[src/rtl/nibble_serial_add_ctrl.sv]
// nibble_serial_add_ctrl: adds two WIDTH-bit operands one nibble per clock, LSB
// first, using an external combinational 4-bit adder. The carry-out of each
// nibble feeds the carry-in of the next.
// Optional feature macro: NIBBLE_SUB_EN adds an in_sub port. When in_sub is high,
// the block computes A-B as A + ~B + 1.
module nibble_serial_add_ctrl #(
  parameter int unsigned WIDTH = 16
) (
  input  logic             clk,
  input  logic             rst_n,
  input  logic             in_valid,
  output logic             in_ready,
  input  logic [WIDTH-1:0] in_a,
  input  logic [WIDTH-1:0] in_b,
  input  logic             in_cin,
`ifdef NIBBLE_SUB_EN
  input  logic             in_sub,
`endif
  output logic [3:0]       add_a,
  output logic [3:0]       add_b,
  output logic             add_c,
  input  logic [3:0]       add_sum,
  input  logic             add_carry,
  output logic             out_valid,
  input  logic             out_ready,
  output logic [WIDTH-1:0] out_sum,
  output logic             out_cout,
  output logic             busy
);

  localparam int unsigned NIB      = WIDTH / 4;
  localparam int unsigned IDXW     = (NIB > 1) ? $clog2(NIB) : 1;
  localparam logic [IDXW-1:0] LAST_IDX = IDXW'(NIB - 1);

  typedef enum logic [1:0] {
    S_IDLE = 2'd0,
    S_RUN  = 2'd1,
    S_DONE = 2'd2
  } state_e;

  state_e           state_q, state_d;
  logic [IDXW-1:0]  idx_q, idx_d;
  // Operands shift right one nibble per RUN step, so the adder always sees bit 0..3.
  // Zeros shift in, so both registers are empty again once the operation completes.
  logic [WIDTH-1:0] a_q, a_d;
  logic [WIDTH-1:0] b_q, b_d;
  logic             carry_q, carry_d;
  // Collects the low NIB-1 sum nibbles; the final nibble comes straight from the adder.
  logic [WIDTH-5:0] res_q, res_d;
  logic [WIDTH-1:0] sum_q, sum_d;
  logic             cout_q, cout_d;
  logic             out_valid_q, out_valid_d;
  logic             in_ready_q, in_ready_d;
  logic             busy_q, busy_d;

  logic             sub_c;
  logic [WIDTH-1:0] res_cat_c;

`ifdef NIBBLE_SUB_EN
  assign sub_c = in_sub;
`else
  assign sub_c = 1'b0;
`endif

  assign res_cat_c = {add_sum, res_q};

  // Next-state and next-output logic for the sequencer
  always_comb begin
    state_d     = state_q;
    idx_d       = idx_q;
    a_d         = a_q;
    b_d         = b_q;
    carry_d     = carry_q;
    res_d       = res_q;
    sum_d       = sum_q;
    cout_d      = cout_q;
    out_valid_d = out_valid_q;
    in_ready_d  = in_ready_q;
    busy_d      = busy_q;
    unique case (state_q)
      S_IDLE: begin
        if (in_valid) begin
          a_d        = in_a;
          b_d        = sub_c ? ~in_b : in_b;
          carry_d    = sub_c ? 1'b1 : in_cin;
          idx_d      = '0;
          state_d    = S_RUN;
          in_ready_d = 1'b0;
          busy_d     = 1'b1;
        end
      end
      S_RUN: begin
        a_d     = a_q >> 4;
        b_d     = b_q >> 4;
        res_d   = res_cat_c[WIDTH-1:4];
        carry_d = add_carry;
        if (idx_q == LAST_IDX) begin
          state_d     = S_DONE;
          idx_d       = '0;
          carry_d     = 1'b0;
          sum_d       = res_cat_c;
          cout_d      = add_carry;
          out_valid_d = 1'b1;
        end else begin
          idx_d = idx_q + IDXW'(1);
        end
      end
      S_DONE: begin
        if (out_ready) begin
          state_d     = S_IDLE;
          out_valid_d = 1'b0;
          busy_d      = 1'b0;
          in_ready_d  = 1'b1;
        end
      end
      default: begin
        state_d = S_IDLE;
      end
    endcase
  end

  // State and output registers; reset aborts any operation in flight
  always_ff @(posedge clk or negedge rst_n) begin
    if (!rst_n) begin
      state_q     <= S_IDLE;
      idx_q       <= '0;
      a_q         <= '0;
      b_q         <= '0;
      carry_q     <= 1'b0;
      res_q       <= '0;
      sum_q       <= '0;
      cout_q      <= 1'b0;
      out_valid_q <= 1'b0;
      in_ready_q  <= 1'b1;
      busy_q      <= 1'b0;
    end else begin
      state_q     <= state_d;
      idx_q       <= idx_d;
      a_q         <= a_d;
      b_q         <= b_d;
      carry_q     <= carry_d;
      res_q       <= res_d;
      sum_q       <= sum_d;
      cout_q      <= cout_d;
      out_valid_q <= out_valid_d;
      in_ready_q  <= in_ready_d;
      busy_q      <= busy_d;
    end
  end

  assign add_a     = a_q[3:0];
  assign add_b     = b_q[3:0];
  assign add_c     = carry_q;
  assign in_ready  = in_ready_q;
  assign out_valid = out_valid_q;
  assign out_sum   = sum_q;
  assign out_cout  = cout_q;
  assign busy      = busy_q;

endmodule

[config.mk]
export PLATFORM = sky130hd
export DESIGN_NAME = nibble_serial_add_ctrl
export DESIGN_NICKNAME = d
export VERILOG_FILES = /design/src/rtl/nibble_serial_add_ctrl.sv
export SDC_FILE = /design/constraint.sdc
export NUM_CORES = 1
export LEC_CHECK = 0
export BUFFER_PORTS_ARGS = -buffer_cell sky130_fd_sc_hd__buf_2
export CAP_MARGIN = 20
export CORE_ASPECT_RATIO = 0.8
export CORE_MARGIN = 4
export CORE_UTILIZATION = 50
export DETAILED_ROUTE_END_ITERATION = 7
export GPL_ROUTABILITY_DRIVEN = 0
export PLACE_DENSITY = 0.75
export SKIP_CTS_REPAIR_TIMING = 1
export SKIP_LAST_GASP = 1
export SYNTH_ARGS = -nofsm -noshare
export SYNTH_HDL_FRONTEND = slang
export SYNTH_SLANG_ARGS = --single-unit
export TNS_END_PERCENT = 10
[constraint.sdc]
create_clock -name clk -period 3.9 [get_ports clk]
set_input_delay 0.78 -clock clk [delete_from_list [all_inputs] [get_ports clk]]
set_output_delay 0.78 -clock clk [all_outputs]
set_load 0.03 [all_outputs]
==> reports/qor.yml <==
cts:
  insertion_delay_ns: 0.34
  clkSlewWorstSetupHoldPaths_ns: 0.07
  numCtsBuffers: 9
  cts_sinks: 69
  cts_tree: "done"
  cts_root_buf: "clkbuf_8"
  clock_path_buffers: 2
  h-tree-depth: 3
timing:
  hold_violations: 0
  rsz0062_at_grt: "false"
  slew_headroom_pct: 36.6
  maxSlewViolCount: 0
  tightestPinTransition_ns: 0.951
  finalCriticalPeriod_ns: 2.22
  finalSetupViolations: 0
  max_freq_mhz: 450
  tns_ns: 0
  fin_skew_ns: 0.00845
  fin_ws_ns: 1.68
  period_share_pct: 57.0
  fin_hold_ws_ns: 0.478
drt:
  via_per_inst: 5.49
  drtAntennaViolNets: 0
  drt-total-wl_microns: 6670
  vias: 2357
  dr.pass1.iters: 4
  drtIter0Drc: 215
  avgRoutedWirePerCell_microns: 15.6
  route.detailed.drc: 0
power:
  p_per_area_mw_per_mm2: 894
  finalPower_w: 0.00315
  irDropWorstVdd_uv: 337
  leakage_nw: 1.68
floorplanning:
  num_rows: 25
  floorplan.die_area_sq_mm: 0.00736
  io_pins: 71
  die_h_microns: 77.5
  start_util_pct: 51.4
  dieWidth_microns: 94.9
  coreArea_sq_mm: 0.00588
finish:
  fillers: 553
  layout-drive-gt1-share_pct: 29.0
  antennaDiodeCount: 0
  multi_input_area_sq_mm: 0.00111
  register_area_sq_mm: 0.00173
  final_nets: 386
  area_growth_pct: 16.8
  final_core_util_pct: 60.0
yosys:
  synth_top_family_by_area: "compound AO/OA/AOI/OAI gates"
  synth_compound_area_share_pct: 18.8
  synthAdderAreaFrac_pct: 0.414
  yosysSeqAreaShare_pct: 57.2
  synth_xor_area_share_pct: 0
  yosys-mux-area-fraction_pct: 7.46
  yosys.area_share.simple_pct: 10.1
  synthCells: 289
  yosysWarnings: 0
  netlist_area_sq_mm: 0.00302
  synth.distinct_cells: 27
  synth_nets: 332
  synth-seq-cells: 69
  postSynthAreaPerCell_sq_um: 10.5
flow_run:
  drv_cap: 0
worst_setup_path:
  arrival_ns: 2.42
  worstPathCellList: "buf_2 > nand2b_1 > o22ai_1 > a21oi_1"
  cp-start-kind: "input pin"
  cp.required_ns: 4.10
  cp-end-kind: "register"
  crit_fanout: 37
  slowest_stage: "nand2b_1"
  cp_slowest_stage_delay_ns: 0.69
  path_class: "input pin to register"
placement:
  io_buffers: 70
  place_ws_ns: 1.36
  dp_hpwl_microns: 4520
global_route:
  grt_pass1_wl_microns: 10900
  grt_max_degree: 38
  gr-total-overflow: 0
  grt.total_usage_pct: 19.0
  grt_pass1_vias: 2239
  antenna_found_initial: 0
hold_path:
  hold_class: "register to register"
run_status:
  status: "finished clean"
power by group:
part	total (W)	switching (W)	internal, W
registers	0.00131	0.000262	0.00105
logic	0.00127	0.000788	0.000478
clock network	0.000576	0.000266	0.000310
worst max-delay path, delay by kind of cell:
kind,cells,cell delay [ns]
buffers and inverters,1,0.52
AO/OA/AOI/OAI,2,0.42
AND/OR/NAND/NOR,1,0.69
stage by stage:
| stage | cell area (sq um) | cells |
|---|---|---|
| final | 3530 | 429 |
| after detailed placement | 3330 | 413 |
| after floorplan | 3020 | 289 |
| after global routing | 3530 | 429 |
| after CTS | 3530 | 429 |
| after global placement | 3330 | 413 |
cell usage in the layout, fill, tap and decap left out:
cell type,count
nand2_4,1
clkinv_1,1
ha_1,1
clkinvlp_4,3
o31ai_1,2
mux2_4,9
nand3b_1,1
inv_2,1
nand2b_1,4
nand2_1,48
buf_4,3
inv_1,1
dfstp_2,1
o21ai_0,10
mux2_1,8
dfrtp_1,68
a21oi_1,37
o21ai_1,2
nor2b_1,8
bufinv_16,1
nand3_1,2
buf_2,70
and2b_1,1
clkinv_2,2
a32oi_1,1
o22ai_1,48
clkbuf_8,10
nor2_1,4
sequential cells by signal (all words and copies together), names as in the netlist:
signal,flops
out_cout,1
in_ready,1
out_valid,1
out_sum,16
add_c,1
res_q,12
state_q,2
idx_q,2
b_q,16
a_q,16
busy,1
layer usage:
metal / vias up / share of wire, % / global-route usage (%)
met3: 8 / 6.4 / 5.72
met1: 1147 / 45 / 26.6
met2: 70 / 48 / 27.7
met5: - / 0 / 0
li1: 1132 / - / -
met4: 0 / 1.3 / 7.49
layout make-up:
type	instances	area share, %
flip-flops and latches	69	49.0
multi-input cells	187	31.6
repair buffers	73	10.6
clock buffers	10	3.90
well taps	81	2.87
clock inverters	6	1.77
inverters	3	0.319
cells by family after synthesis:
family          Yosys count
buf+inv                  33
flops                    69
mux                      17
compound gates          100
fa+ha+maj                 1
simple gates             69
final timing paths:
path | slack, ns | end | from | depth (start not counted)
worst max-delay path | 1.68 | b_q[7] | in_valid | 4
worst min-delay path | 0.48 | res_q[1] | res_q[1] | 2
worst max register to register | 1.83 | out_sum[0] | state_q[1] | 3
worst min register to register | 0.48 | res_q[1] | res_q[1] | 2
max in group asynchronous | 2.37 | out_cout | rst_n | 3
min in group asynchronous | 0.49 | b_q[3] | rst_n | 1
cell usage after synthesis:
cell	number	share of area, %
a21oi_1	37	6.1
a32oi_1	1	0.29
and2b_1	1	0.25
buf_1	1	0.12
buf_2	11	1.8
buf_4	9	2.2
buf_6	1	0.37
clkbuf_1	8	0.99
clkinv_1	1	0.12
dfrtp_1	68	56
dfstp_2	1	0.87
ha_1	1	0.41
inv_1	1	0.12
inv_2	1	0.12
mux2_1	8	3.0
mux2_4	9	4.5
nand2_1	48	6.0
nand2_4	1	0.37
nand2b_1	4	0.83
nand3_1	2	0.33
nand3b_1	1	0.25
nor2_1	4	0.50
nor2b_1	8	1.7
o21ai_0	10	1.7
o21ai_1	2	0.33
o22ai_1	48	9.9
o31ai_1	2	0.50
No activity file was read; power rests on OpenSTA's default activity.
